**config.mk**
```make
export PLATFORM = sky130hd
export DESIGN_NAME = ksa_swap_responder
export DESIGN_NICKNAME = d
export VERILOG_FILES = /design/src/rtl/ksa_swap_responder.sv
export SDC_FILE = /design/constraint.sdc
export NUM_CORES = 1
export LEC_CHECK = 0
export ABC_AREA = 1
export BUFFER_PORTS_ARGS = -buffer_cell sky130_fd_sc_hd__buf_4
export CORE_AREA = 2 2 93 77
export CTS_CLUSTER_SIZE = 28
export DETAILED_ROUTE_END_ITERATION = 8
export DIE_AREA = 0 0 95 79
export GPL_TIMING_DRIVEN = 0
export HOLD_SLACK_MARGIN = 0.15
export SLEW_MARGIN = 20
export SYNTH_ARGS = -nofsm -noshare
export SYNTH_HDL_FRONTEND = slang
export SYNTH_SLANG_ARGS = --single-unit
```
**constraint.sdc**
```tcl
create_clock -name CLOCK_50 -period 1.4 [get_ports CLOCK_50]
set_input_delay 0.07 -clock CLOCK_50 [delete_from_list [all_inputs] [get_ports CLOCK_50]]
set_output_delay 0.07 -clock CLOCK_50 [all_outputs]
set_load 0.01 [all_outputs]
```
**src/rtl/ksa_swap_responder.sv**
```systemverilog
// ksa_swap_responder: S-memory responder for the RC4 KSA initiator.
// Serves level-sensitive reads of S[i] and edge-triggered S[i]<->S[j] swaps
// against a single-port RAM with a registered address and one cycle of read latency.
module ksa_swap_responder #(
    parameter int unsigned ADDR_W = 8,
    parameter int unsigned DATA_W = 8
) (
    input  logic              CLOCK_50,
    input  logic              reset,
    input  logic              ask_i,
    input  logic [ADDR_W-1:0] i_a,
    input  logic [ADDR_W-1:0] j_a,
    input  logic              start_swapping,
    output logic [DATA_W-1:0] data_i,
    output logic              finish_swapping,
    output logic              busy,
    output logic [ADDR_W-1:0] mem_address,
    output logic [DATA_W-1:0] mem_data,
    output logic              mem_wren,
    input  logic [DATA_W-1:0] mem_q
);

    typedef enum logic [3:0] {
        StIdle,
        StRdWait,
        StRdCap,
        StSwRi,
        StSwRj,
        StSwCj,
        StSwWj,
        StSwDone,
        StSwAck
    } state_e;

    state_e              r_state, w_state_d;
    logic [ADDR_W-1:0]   r_i, w_i_d;
    logic [ADDR_W-1:0]   r_j, w_j_d;
    logic [DATA_W-1:0]   r_si, w_si_d;
    logic                r_start_prev;
    logic                r_pending, w_pending_d;
    logic [DATA_W-1:0]   r_data, w_data_d;
    logic                r_finish, w_finish_d;
    logic [ADDR_W-1:0]   r_addr, w_addr_d;
    logic [DATA_W-1:0]   r_wdata, w_wdata_d;
    logic                r_wren, w_wren_d;
    logic                w_start_rise;
    logic                w_busy;

    assign w_start_rise = start_swapping & ~r_start_prev;
    assign w_busy       = (r_state != StIdle);

    assign data_i          = r_data;
    assign finish_swapping = r_finish;
    assign busy            = w_busy;
    assign mem_address     = r_addr;
    assign mem_data        = r_wdata;
    assign mem_wren        = r_wren;

    // State and datapath registers; reset aborts any operation, clearing write enable at once.
    always_ff @(posedge CLOCK_50 or posedge reset) begin
        if (reset) begin
            r_state      <= StIdle;
            r_i          <= '0;
            r_j          <= '0;
            r_si         <= '0;
            r_start_prev <= 1'b0;
            r_pending    <= 1'b0;
            r_data       <= '0;
            r_finish     <= 1'b0;
            r_addr       <= '0;
            r_wdata      <= '0;
            r_wren       <= 1'b0;
        end else begin
            r_state      <= w_state_d;
            r_i          <= w_i_d;
            r_j          <= w_j_d;
            r_si         <= w_si_d;
            r_start_prev <= start_swapping;
            r_pending    <= w_pending_d;
            r_data       <= w_data_d;
            r_finish     <= w_finish_d;
            r_addr       <= w_addr_d;
            r_wdata      <= w_wdata_d;
            r_wren       <= w_wren_d;
        end
    end

    // Next-state and registered-output decode; swap requests outrank reads in IDLE.
    always_comb begin
        w_state_d   = r_state;
        w_i_d       = r_i;
        w_j_d       = r_j;
        w_si_d      = r_si;
        // A rising start seen while busy is remembered until the next IDLE cycle.
        w_pending_d = r_pending | (w_start_rise & w_busy);
        w_data_d    = r_data;
        w_finish_d  = r_finish;
        w_addr_d    = r_addr;
        w_wdata_d   = r_wdata;
        w_wren_d    = r_wren;

        case (r_state)
            StIdle: begin
                if (w_start_rise || r_pending) begin
                    w_pending_d = 1'b0;
                    w_i_d       = i_a;
                    w_j_d       = j_a;
                    w_addr_d    = i_a;
                    w_state_d   = StSwRi;
                end else if (ask_i) begin
                    w_addr_d  = i_a;
                    w_state_d = StRdWait;
                end
            end
            StRdWait: begin
                w_state_d = StRdCap;
            end
            StRdCap: begin
                w_data_d  = mem_q;
                w_state_d = StIdle;
            end
            StSwRi: begin
                w_addr_d  = r_j;
                w_state_d = StSwRj;
            end
            StSwRj: begin
                // mem_q now holds S[i] from the address issued in IDLE.
                w_si_d    = mem_q;
                w_state_d = StSwCj;
            end
            StSwCj: begin
                // mem_q now holds S[j]; write it straight to S[i].
                w_addr_d  = r_i;
                w_wdata_d = mem_q;
                w_wren_d  = 1'b1;
                w_state_d = StSwWj;
            end
            StSwWj: begin
                w_addr_d  = r_j;
                w_wdata_d = r_si;
                w_wren_d  = 1'b1;
                w_state_d = StSwDone;
            end
            StSwDone: begin
                w_wren_d   = 1'b0;
                w_finish_d = 1'b1;
                w_state_d  = StSwAck;
            end
            StSwAck: begin
                w_finish_d = 1'b0;
                w_state_d  = StIdle;
            end
            default: begin
                w_state_d = StIdle;
            end
        endcase
    end

endmodule

```
Yosys cells after proc, flatten, opt, wreduce, memory -nomap -nowiden
Index checks and enable logic that the tools add are counted.
Operators by class
  reduce and logical (&&, ||, !) cells: 11
  equal/unequal tests: 9
  bitwise logic cells: 4
  muxes and demuxes: 11
Operator list (number)
  $pmux 4 s7: 1
  $pmux 8 s3: 1
  $eq 4x3->1 const B: 4
  $mux 8: 2
  $pmux 8 s2: 1
  $eq 4x2->1 const B: 2
  $mux 4: 2
  $reduce_bool 2->1: 3
  $eq 4x1->1 const B: 1
  $eq 4x4->1 const B: 1
  $logic_not 4->1: 1
  $pmux 1 s2: 2
  $reduce_and 2->1: 2
  $reduce_bool 4->1: 1
  $reduce_or 2->1: 2
  $ne 3x3->1 const B: 1
  $reduce_bool 3->1: 1
  $and 1x1->1: 2
  $mux 1: 2
  $logic_or 1x1->1: 1
  $not 1->1: 1
  $or 1x1->1: 1
Storage, ports and cells
  flip-flop bits (word level): 56
  logic and storage cells: 46

Depth between registers and ports, before layout
Gate-level depths: netlist (run 1).
  depth after elaboration: 6
  depth in mapped cells: 9
  depth with buffers taken out: 9

Worst setup path after synthesis (run 1)
Ideal clock, no wire load.
  kind: register to register
  from: register r_state[0]
  to: register r_i[4]
  stages on the path, launching flop included: 9
  buffers on the path: 2
  arrival: 1.169 ns
  required time: 1.280 ns
  slack: 0.111 ns
  period minus slack after synthesis: 1.289 ns
  setup time: 0.120 ns
  path through: dfrtp_1 -> nor2_1 -> inv_1 -> nor2_2 -> buf_6 -> nand2_8 -> buf_6 -> nor2_1 -> a21oi_2
On the way
  word-level cells in the longest chain between the ends: 2
Ends and longest elaborated chain
  from (decl): line 35  | state_e r_state, w_state_d;
  from (signal assigned): line 62  | r_state <= StIdle;
  from (signal assigned): line 74  | r_state <= w_state_d;
  $logic_not 4->1: line 102  | case (r_state)
  $reduce_and 2->1 (no line)
  to (signal assigned): line 75  | r_i <= w_i_d;
  to (decl): line 36  | logic [ADDR_W-1:0] r_i, w_i_d;
Every way passes these cells.
A chain may end at the register's enable or synchronous reset.

Worst setup path in the final report (run 1)
  from: register r_state[1]
  to: register r_j[5]
On the way
  word-level cells in the longest chain between the ends: 2
Ends and longest elaborated chain
  $logic_not 4->1: line 102
  $reduce_and 2->1 (no line)
  to (signal assigned): line 76  | r_j <= w_j_d;
  to (decl): line 37  | logic [ADDR_W-1:0] r_j, w_j_d;
Every way passes these cells.

==> results of run 1 <==
final cells by class:
| class | count | share of cell area (%) |
|---|---|---|
| clock buffer | 7 | 2.455 |
| tap | 87 | 2.774 |
| inverter | 33 | 4.369 |
| buffer | 8 | 2.551 |
| sequential | 56 | 35.78 |
| clock inverter | 1 | 0.7653 |
| timing repair buffer | 102 | 23.28 |
| timing repair inverter | 1 | 0.2232 |
| multi-input combinational | 194 | 27.81 |
how the worst min path moves through the flow:
| stage | startpoint | to | cells after the start | slack (ns) |
|---|---|---|---|---|
| floorplan | start_swapping | r_start_prev$_DFF_PP0_ | 0 | 0.10 |
| global placement | start_swapping | r_start_prev$_DFF_PP0_ | 1 | 0.19 |
| detailed placement | start_swapping | r_start_prev$_DFF_PP0_ | 1 | 0.19 |
| CTS | ask_i | r_state[0]$_DFFE_PP0P_ | 5 | 0.15 |
| global route | ask_i | r_state[0]$_DFFE_PP0P_ | 5 | 0.22 |
| finish | ask_i | r_state[0]$_DFFE_PP0P_ | 5 | 0.18 |
cells in the final DEF, fill, tap and decap left out:
| cell type | Yosys | layout |
|---|---|---|
| nor2_4 | 2 | 9 |
| nand3_4 | 0 | 1 |
| buf_6 | 4 | 6 |
| inv_1 | 29 | 22 |
| nand3_1 | 17 | 12 |
| nand2_4 | 3 | 6 |
| clkinvlp_4 | 0 | 1 |
| nand2_1 | 90 | 76 |
| a31oi_1 | 1 | 1 |
| a21oi_2 | 1 | 11 |
| nand2_8 | 1 | 2 |
| nand2_2 | 2 | 13 |
| clkbuf_16 | 0 | 3 |
| clkbuf_8 | 1 | 7 |
| dfrtp_2 | 0 | 2 |
| dlygate4sd3_1 | 0 | 26 |
| o21ai_0 | 34 | 27 |
| nor3_1 | 1 | 1 |
| nor2_1 | 20 | 11 |
| a21oi_1 | 16 | 6 |
| clkinv_8 | 0 | 1 |
| nand3_2 | 1 | 5 |
| buf_4 | 0 | 67 |
| inv_6 | 0 | 1 |
| bufinv_16 | 1 | 2 |
| inv_4 | 1 | 2 |
| o21a_1 | 1 | 1 |
| inv_2 | 2 | 6 |
| buf_8 | 0 | 2 |
| o21ai_1 | 0 | 7 |
| clkbuf_4 | 0 | 1 |
| buf_12 | 0 | 3 |
| dfrtp_1 | 56 | 54 |
| nor2_2 | 3 | 5 |
| buf_2 | 2 | 2 |
per-stage QoR:
step	cells	hold WS [ns]	instance area, sq um	setup TNS (ns)	util (%)
after floorplan	290	0.1014	2524	0	-
after global placement	431	0.1921	3038	-0.2596	45.65
after detailed placement	432	0.1937	3058	-0.6732	45.95
after CTS	472	0.1543	3557	-0.8589	53.45
after global routing	489	0.2195	3924	-2.453	58.96
final	489	0.1831	3924	-0.6771	58.96
routing by layer:
layer	up-vias	track usage [%]
met4	0	3.768
met3	4	2.657
met2	55	27.38
met1	1137	26.63
met5	-	0
li1	1140	-
what timing repair did:
item	CTS	global route
pin swaps	2	33
hold buffers	26	0
endpoints found under the hold margin	69	0
gates resized for setup	17	64
setup buffers	6	12
endpoints found under the setup margin	38	50
cloned	0	5
critical path: cells and delay by family, from the launching register on:
kind                   cells  cell delay (ns)
flip-flops                 1             0.44
buffers and inverters      4             0.46
AND/OR/NAND/NOR            5             0.45
kinds of logic (layout without fill, tap and decap cells):
group                  Yosys count  in the layout  share of synthesized area, %
AO/OA/AOI/OAI                   53             53                         10.82
buffers and inverters           41            152                         8.937
flip-flops                      56             56                         55.61
AND/OR/NAND/NOR                140            141                         24.63
power breakdown:
group / switching [W] / leakage (nW) / internal, W
combinational: 0.00270 / 1.29 / 0.00232
clock: 0.000525 / 0.0645 / 0.000632
sequential: 0.000453 / 0.668 / 0.00241
registers in the layout, indices dropped and copies added, names as in the netlist:
signal and flops:
r_j 8, r_pending 1, finish_swapping 1, data_i 8, r_si 8, r_start_prev 1
mem_address 8, r_i 8, mem_wren 1, mem_data 8, r_state 4
==> metrics, run 1 <==
status=complete, but fails checks; failing checks=setup timing; sequential share of the synthesized area=55.61%; Placement Rows=27; GRT Util Overall=between 10% and 20%; via density per instance=between 4 and 5; Leak=about 2 nW; clk slew on worst S/H paths=around 0.1 ns; DIE HEIGHT=approximately 80 um; io pins=55; vias in the first global route=~2200; DPL Wire Length=4.180 mm; DRT Wirelength=6.858 mm; WL met2=roughly 3.3 mm; Port Buffer Count=between 50 and 60; total CTS buffers=5; highest clock rate=~0.69 GHz; top-count cell post-synth=nand2_1; Met1 Routed Length=3.250 mm; Avg Cell Area, Syn=slightly below 9 sq um; Tot Pwr=roughly 0.0090 W; slowest stage cell, crit path=dfrtp_1; period utilization=103.8%; Initial DRC Count=~120; clock skew=about 0.0082 ns; Worst Tran Pin Value=0.6381 ns; TritonCTS clock tree=yes; Die W=roughly 95 um; worst vdd ir=~0.88 mV; post-synth top area share=between 50 and 60%; most used cell along the critical path=buf_6; Detail Route Antenna Nets=0; DRT Pass-1 Iters=4; DRC Markers=0; antenna cells=0; CP Launch Point=r_state[1]$_DFFE_PP0P_; max-cap violations=0; highest metal used=met4; Synth cell types=24; FFs w/ async S/R, synth=100.0%; Root Driver=clkbuf_8; EDFF count, synth=0; reg2reg path depth=9; Cell Area, Synth=2520 sq um; ranking of synthesized cells by area=dfrtp_1 56%, nand2_1 13%, o21ai_0 6.8%, inv_1 4.3%, nand3_1 3.4%; Final setup viols=23; crit path to=r_j[5]$_DFFE_PP0P_; routed wl met3=274 um; CP endpoint kind=register; cell taking the most area after synthesis=dfrtp_1; vias=between 2000 and 2500; critical path cell sequence=nor2_2 -> inv_2 -> nor2_4 -> buf_6 -> buf_6 -> nand2_8 -> clkbuf_16 -> nand2_4 -> nand2_1; Max-slew headroom=57.37%; syn nets=approximately 320; Routed WL per cell=between 10 and 15 um; critical path startpoint category=register; CP required=around 1.6 ns; gpl congestion=approximately 0.80; Final Max Slew Viols=0; largest net degree at the start of global routing=30; initial antenna violation count=0; worst-skew pair later-pin latency=approximately 0.3 ns; Post-synth top cells=90 x nand2_1, 56 x dfrtp_1, 34 x o21ai_0; Syn-to-layout area delta=55.71%; # H-tree levels=2; reg2reg start=r_state[1]$_DFFE_PP0P_; flops & latches, synth=56; clk buf depth=2; fin worst setup slack=-0.05351 ns; r2r setup slk=-0.05 ns; synth warn=0; Post-Synthesis Cells=290; Most used DFF post-synth=dfrtp_1; gr ovfl total=0; Worst EP arrival=between 1.5 and 2 ns; clk sinks=56; Worst Path Max Fanout=5; max incr delay on CP=between 0.4 and 0.5 ns; Hold Violations, Final=0; layout cells sized above 1=about two fifths; pre-CTS WS=-0.08528 ns; fill cell count=559; Critical R2R Capture=r_j[5]$_DFFE_PP0P_; RSZ-0062 raised after global routing=yes; Core ar.=6655 sq um; first-pass GRT wire length=10.47 mm; register area=around 1400 sq um; Cell Pwr Density=roughly 2300 nW/um^2; multi-input logic area=1091 sq um; die area=between 7000 and 8000 sq um; WS Path Type=register to register; worst min path class=primary input to register; initial core utilization=37.86%; Nets=around 430; Final Critical Period=between 1 and 1.5 ns
Note: power is estimated with default switching activity, not from simulation.
==> run 2, diff against run 1 <==
--- a/config.mk
+++ b/config.mk
@@ -7,12 +7,13 @@
 export LEC_CHECK = 0
 export ABC_AREA = 1
 export BUFFER_PORTS_ARGS = -buffer_cell sky130_fd_sc_hd__buf_4
-export CORE_AREA = 2 2 93 77
+export CORE_AREA = 8 8 93 78
 export CTS_CLUSTER_SIZE = 28
 export DETAILED_ROUTE_END_ITERATION = 8
-export DIE_AREA = 0 0 95 79
+export DIE_AREA = 0 0 101 86
 export GPL_TIMING_DRIVEN = 0
 export HOLD_SLACK_MARGIN = 0.15
+export PLACE_DENSITY = 0.7
 export SLEW_MARGIN = 20
 export SYNTH_ARGS = -nofsm -noshare
 export SYNTH_HDL_FRONTEND = slang
==> run 2 against run 1 <==
  * The flow still finishes with violations (setup timing)
  * Hold slack better by 0.081 ns
  * Critical path depth unchanged
  * Wire length up 9.7%
  * Critical path type unchanged
==> metrics, run 2 (synthesized netlist as in run 1, its figures left out) <==
clock skew=0.009627 ns; Hold Violations, Final=0; worst-skew pair later-pin latency=roughly 0.31 ns; Routed WL per cell=around 16 um; Final Critical Period=between 1.5 and 2 ns; Leak=roughly 2 nW; critical path startpoint category=register; Core ar.=around 5800 sq um; vias in the first global route=2179; switching part of the total=between 40% and 50%; failing checks=setup timing; CP Launch Point=r_state[0]$_DFFE_PP0P_; worst min path class=primary input to register; Max-slew headroom=about 62%; period utilization=108.7%; first-pass GRT wire length=around 10 mm; register area=about 1400 sq um; commonest non-fill, non-tap cell in the layout=nand2_1; multi-input logic area=1084 sq um; via density per instance=about 5; DIE HEIGHT=~86 um; fin worst setup slack=-0.1223 ns; Tot Pwr=slightly below 0.009 W; largest net degree at the start of global routing=34; gpl congestion=between 0.8 and 0.9; vias=approximately 2400; GRT Util Overall=between 10 and 15%; switching component of the power=0.003782 W; Cell Pwr Density=approximately 2300 nW/um^2; Detail Route Antenna Nets=0; Critical R2R Capture=r_i[4]$_DFFE_PP0P_; Worst EP arrival=1.72 ns; Final setup viols=27; final setup TNS=-1.757 ns; clk buf depth=2; cell-internal power=approximately 0.005 W; TritonCTS clock tree=yes; worst vdd ir=~1.1 mV; reg2reg start=r_state[0]$_DFFE_PP0P_; Nets=between 400 and 500; Die W=between 100 and 150 um; Syn-to-layout area delta=52.73%; crit path to=r_i[4]$_DFFE_PP0P_; DRC Markers=0; Placement Rows=25; layout cells sized above 1=38.50%; antenna cells=0; reg2reg path depth=9; Reg power frac=roughly a third; fill cell count=roughly 440; Initial DRC Count=between 200 and 250; Port Buffer Count=between 50 and 60; clock power share=between 10% and 20%; DRT Wirelength=between 7 and 8 mm; DPL Wire Length=4.197 mm; Comb power frac=between 50% and 60%; initial core utilization=43.78%; highest clock rate=0.6569 GHz; WS Path Type=register to register; total CTS buffers=5; initial antenna violation count=0; CP required=approximately 1.6 ns; Worst Path Max Fanout=5; clk slew on worst S/H paths=about 0.10 ns; die area=roughly 8700 sq um; Worst Tran Pin Value=roughly 0.56 ns; r2r setup slk=-0.12 ns; DRT Pass-1 Iters=4; CP endpoint kind=register; most frequent cells in the layout=75 x nand2_1, 66 x buf_4, 53 x dfrtp_1; Root Driver=clkbuf_8; status=complete, but fails checks; clk sinks=56; io pins=55; Final Max Slew Viols=0; max-cap violations=0; gr ovfl total=0; # H-tree levels=2; RSZ-0062 raised after global routing=yes
[run 2: changes by cell type in the layout (fill, tap and decap cells not counted), sizes merged]
| cell | previous run | this run |
|---|---|---|
| clkinv | 1 | 3 |
| buf | 80 | 79 |
| inv | 31 | 30 |
| clkinvlp | 1 | 2 |
| clkbuf | 11 | 7 |
| dlygate4sd3 | 26 | 27 |
[run 2: power groups by stage]
stage	clock network (W)	logic, W	registers, W
4_1_cts	0.00106	0.00394	0.00282
3_5_place_dp	0	0.00363	0.00284
3_3_place_gp	0	0.00356	0.00283
6_report	0.00106	0.00494	0.00294
5_1_grt	0.00111	0.00538	0.00300
2_1_floorplan	0	0.00226	0.00294
[run 2: area by class of cell]
class                      instances  area share (%)
sequential                        56           36.51
timing repair buffer             100           22.69
buffer                             8           2.373
timing repair inverter             1          0.4226
tap                               81           2.633
clock buffer                       5           1.788
inverter                          33           4.324
clock inverter                     3           1.105
multi-input combinational        194           28.15
[run 2: metrics by stage]
stage / utilization [%] / setup WS (ns) / hold slack [ns] / instance area, sq um / instances
final: 66.87 / -0.1223 / 0.2637 / 3849 / 481
after detailed placement: 53.00 / -0.04754 / 0.1477 / 3050 / 426
after floorplan: - / 0.1114 / 0.1014 / 2524 / 290
after CTS: 61.00 / -0.05700 / 0.2323 / 3511 / 465
after global placement: 52.65 / -0.04471 / 0.1940 / 3030 / 425
after global routing: 66.87 / -0.2006 / 0.2965 / 3849 / 481
[run 2: how the worst min path moves through the flow]
stage	startpoint	end	slack, ns	cells after the start
after global routing	start_swapping	r_state[0]$_DFFE_PP0P_	0.30	5
after floorplan	start_swapping	r_start_prev$_DFF_PP0_	0.10	0
after CTS	start_swapping	r_state[0]$_DFFE_PP0P_	0.23	5
after global placement	start_swapping	r_start_prev$_DFF_PP0_	0.19	1
after detailed placement	reset	mem_address[6]$_DFFE_PP0P_	0.15	2
final	start_swapping	r_pending$_DFF_PP0_	0.26	5
[run 2: per-layer routing]
metal | wire, um | global-route usage [%] | up-vias
met5 | 0 | 0 | -
met4 | 258 | 5.128 | 0
met3 | 546 | 3.560 | 26
met2 | 3608 | 22.22 | 101
met1 | 3111 | 19.66 | 1138
li1 | - | - | 1137
[run 2: timing repair]
item / in CTS / in global routing
pin swaps: 3 / 25
endpoints found under the setup margin: 25 / 48
endpoints found under the hold margin: 65 / 0
setup buffers: 4 / 11
gates cloned: 0 / 5
resized for setup: 14 / 68
hold buffers: 27 / 0
[run 2: critical path, cell delays in order, from the launching register on]
cell     delay, ns
dfrtp_2       0.47
nor2_4        0.17
inv_2         0.07
nor2_4        0.10
buf_6         0.12
buf_6         0.12
nand2_8       0.07
buf_8         0.14
nor2_2        0.11
a21oi_2       0.04
==> run 3, diff against run 2 <==
--- a/config.mk
+++ b/config.mk
@@ -7,13 +7,13 @@
 export LEC_CHECK = 0
 export ABC_AREA = 1
 export BUFFER_PORTS_ARGS = -buffer_cell sky130_fd_sc_hd__buf_4
-export CORE_AREA = 8 8 93 78
+export CORE_AREA = 8 8 62 117
 export CTS_CLUSTER_SIZE = 28
 export DETAILED_ROUTE_END_ITERATION = 8
-export DIE_AREA = 0 0 101 86
+export DIE_AREA = 0 0 70 125
 export GPL_TIMING_DRIVEN = 0
 export HOLD_SLACK_MARGIN = 0.15
-export PLACE_DENSITY = 0.7
+export PLACE_DENSITY = 0.69
 export SLEW_MARGIN = 20
 export SYNTH_ARGS = -nofsm -noshare
 export SYNTH_HDL_FRONTEND = slang
==> run 3 against run 2 <==
  * The run still ends with setup timing left
  * Sequential cell count stayed put
  * Final cell count shrank 1.9%
  * Setup slack gained 0.028 ns
  * Count of clock-buffer cells in the layout is 1 higher
  * Largest cell class unchanged
  * Highest routed layer unchanged
==> metrics, run 3 (synthesized netlist as in run 1, its figures left out) <==
status=complete, but fails checks; failing checks=setup timing; Worst Tran Pin Value=roughly 0.6 ns; pre-CTS WS=-0.01593 ns; clk buf depth=2; highest clock rate=about 0.67 GHz; critical path startpoint category=register; worst vdd ir=approximately 1.8 mV; largest net degree at the start of global routing=31; vias=2400; RSZ-0062 raised after global routing=yes; Worst EP arrival=between 1.5 and 2 ns; initial antenna violation count=0; fill cell count=437; Syn-to-layout area delta=56.60%; CP Depth=9; via density per instance=5.085; Initial DRC Count=about 110; Root Driver=clkbuf_16; Placement Rows=40; Die W=approximately 70 um; period utilization=106.8%; DIE HEIGHT=approximately 130 um; worst-skew pair later-pin latency=just under 0.3 ns; CP required=about 1.6 ns; final setup TNS=-1.586 ns; Max-slew headroom=about three fifths; WS Path Type=register to register; CP Launch Point=r_state[0]$_DFFE_PP0P_; slowest stage cell, crit path=dfrtp_1; Nets=roughly 440; max-cap violations=0; worst hold margin=~0.28 ns; Critical path buffers and inverters=4; delay-heaviest family, CP=buffers and inverters; Cell Pwr Density=about 2400 nW/um^2; vias in the first global route=between 2000 and 2500; worst min path class=primary input to register; max incr delay on CP=roughly 0.43 ns; total CTS buffers=5; fin worst setup slack=-0.09474 ns; Port Buffer Count=54; Final Max Slew Viols=0; r2r setup slk=-0.09 ns; clk slew on worst S/H paths=around 0.070 ns; Final Critical Period=between 1 and 1.5 ns; Hold Violations, Final=0; critical path cell sequence=nor2_2 -> inv_2 -> nor2_4 -> buf_6 -> buf_12 -> nand2_8 -> clkbuf_16 -> nand2_2 -> nand2_1; Core ar.=between 5000 and 6000 sq um; commonest non-fill, non-tap cell in the layout=buf_4; layout cells sized above 1=about two fifths; reg2reg path depth=9; DRT Pass-1 Iters=4; Leak=around 2.1 nW; TritonCTS clock tree=yes; io pins=55; clock skew=just over 0.005 ns; DRC Markers=0; CP endpoint kind=register; DRT Wirelength=roughly 7.3 mm; antenna cells=0; gpl congestion=0.7699; Critical R2R Capture=r_j[4]$_DFFE_PP0P_; first-pass GRT wire length=around 11 mm; Detail Route Antenna Nets=0; DPL Wire Length=around 4.4 mm; initial core utilization=between 40 and 50%; Core Util, Final=between 60% and 70%; # H-tree levels=2; crit path to=r_j[4]$_DFFE_PP0P_; Routed WL per cell=approximately 16 um; GRT Util Overall=15.07%; most frequent cells in the layout=75 x buf_4, 72 x nand2_1, 54 x dfrtp_1; reg2reg start=r_state[0]$_DFFE_PP0P_; die area=around 8800 sq um; clk sinks=56; Worst Path Max Fanout=5; Final setup viols=29; gr ovfl total=0
-- run 3: worst min-delay path by stage --
stage                                   end  cells after the start           start  slack [ns]
floorplan            r_start_prev$_DFF_PP0_                      0  start_swapping        0.10
global placement     r_start_prev$_DFF_PP0_                      1  start_swapping        0.19
detailed placement  mem_data[6]$_DFFE_PP0P_                      2           reset        0.17
CTS                  r_state[0]$_DFFE_PP0P_                      5           ask_i        0.20
global route         r_state[0]$_DFFE_PP0P_                      5           ask_i        0.32
finish               r_state[0]$_DFFE_PP0P_                      5           ask_i        0.28
-- run 3: per-stage QoR --
stage,cells,total power (W),cell area (sq um)
floorplan,290,0.005197,2524
detailed placement,408,0.006475,3028
CTS,461,0.008653,3716
finish,472,0.009437,3946
global route,472,0.01007,3946
global placement,407,0.006337,3008
-- run 3: timing repair --
action / in CTS / in global routing
setup buffers: 16 / 7
endpoints found under the setup margin: 21 / 52
endpoints found under the hold margin: 66 / 0
hold buffers: 26 / 0
resized for setup: 34 / 57
cloned: 3 / 4
pin swaps: 8 / 10
-- run 3: cell type report --
cell class              instances  area, sq um  area share [%]
repair inverters                1        8.758          0.2219
well taps                      63        78.83           1.997
clock buffers                   6        138.9           3.519
multi-input cells             196         1104           27.96
repair buffers                107        930.9           23.59
flip-flops and latches         56         1404           35.57
plain buffers                   8        97.59           2.473
clock inverters                 2        10.01          0.2536
inverters                      33        173.9           4.407
-- run 3: report_power, final --
group          internal, W  total [W]  switching (W)
clock network     0.000706    0.00126       0.000556
logic              0.00246    0.00527        0.00280
registers          0.00242    0.00291       0.000491
total              0.00559    0.00944        0.00385
-- run 3: worst reg2reg max path, stage by stage, from the launching register on --
cell,delay (ns)
dfrtp_1,0.43
nor2_2,0.18
inv_2,0.07
nor2_4,0.11
buf_6,0.13
buf_12,0.12
nand2_8,0.08
clkbuf_16,0.17
nand2_2,0.05
nand2_1,0.05
-- run 3: metal layers --
metal / vias to the layer above / GRT usage [%] / share of wire (%)
li1: 1152 / - / -
met1: 1155 / 17.45 / 40
met2: 80 / 25.85 / 53
met3: 13 / 4.196 / 5.7
met4: 0 / 4.881 / 2.0
met5: - / 0 / 0
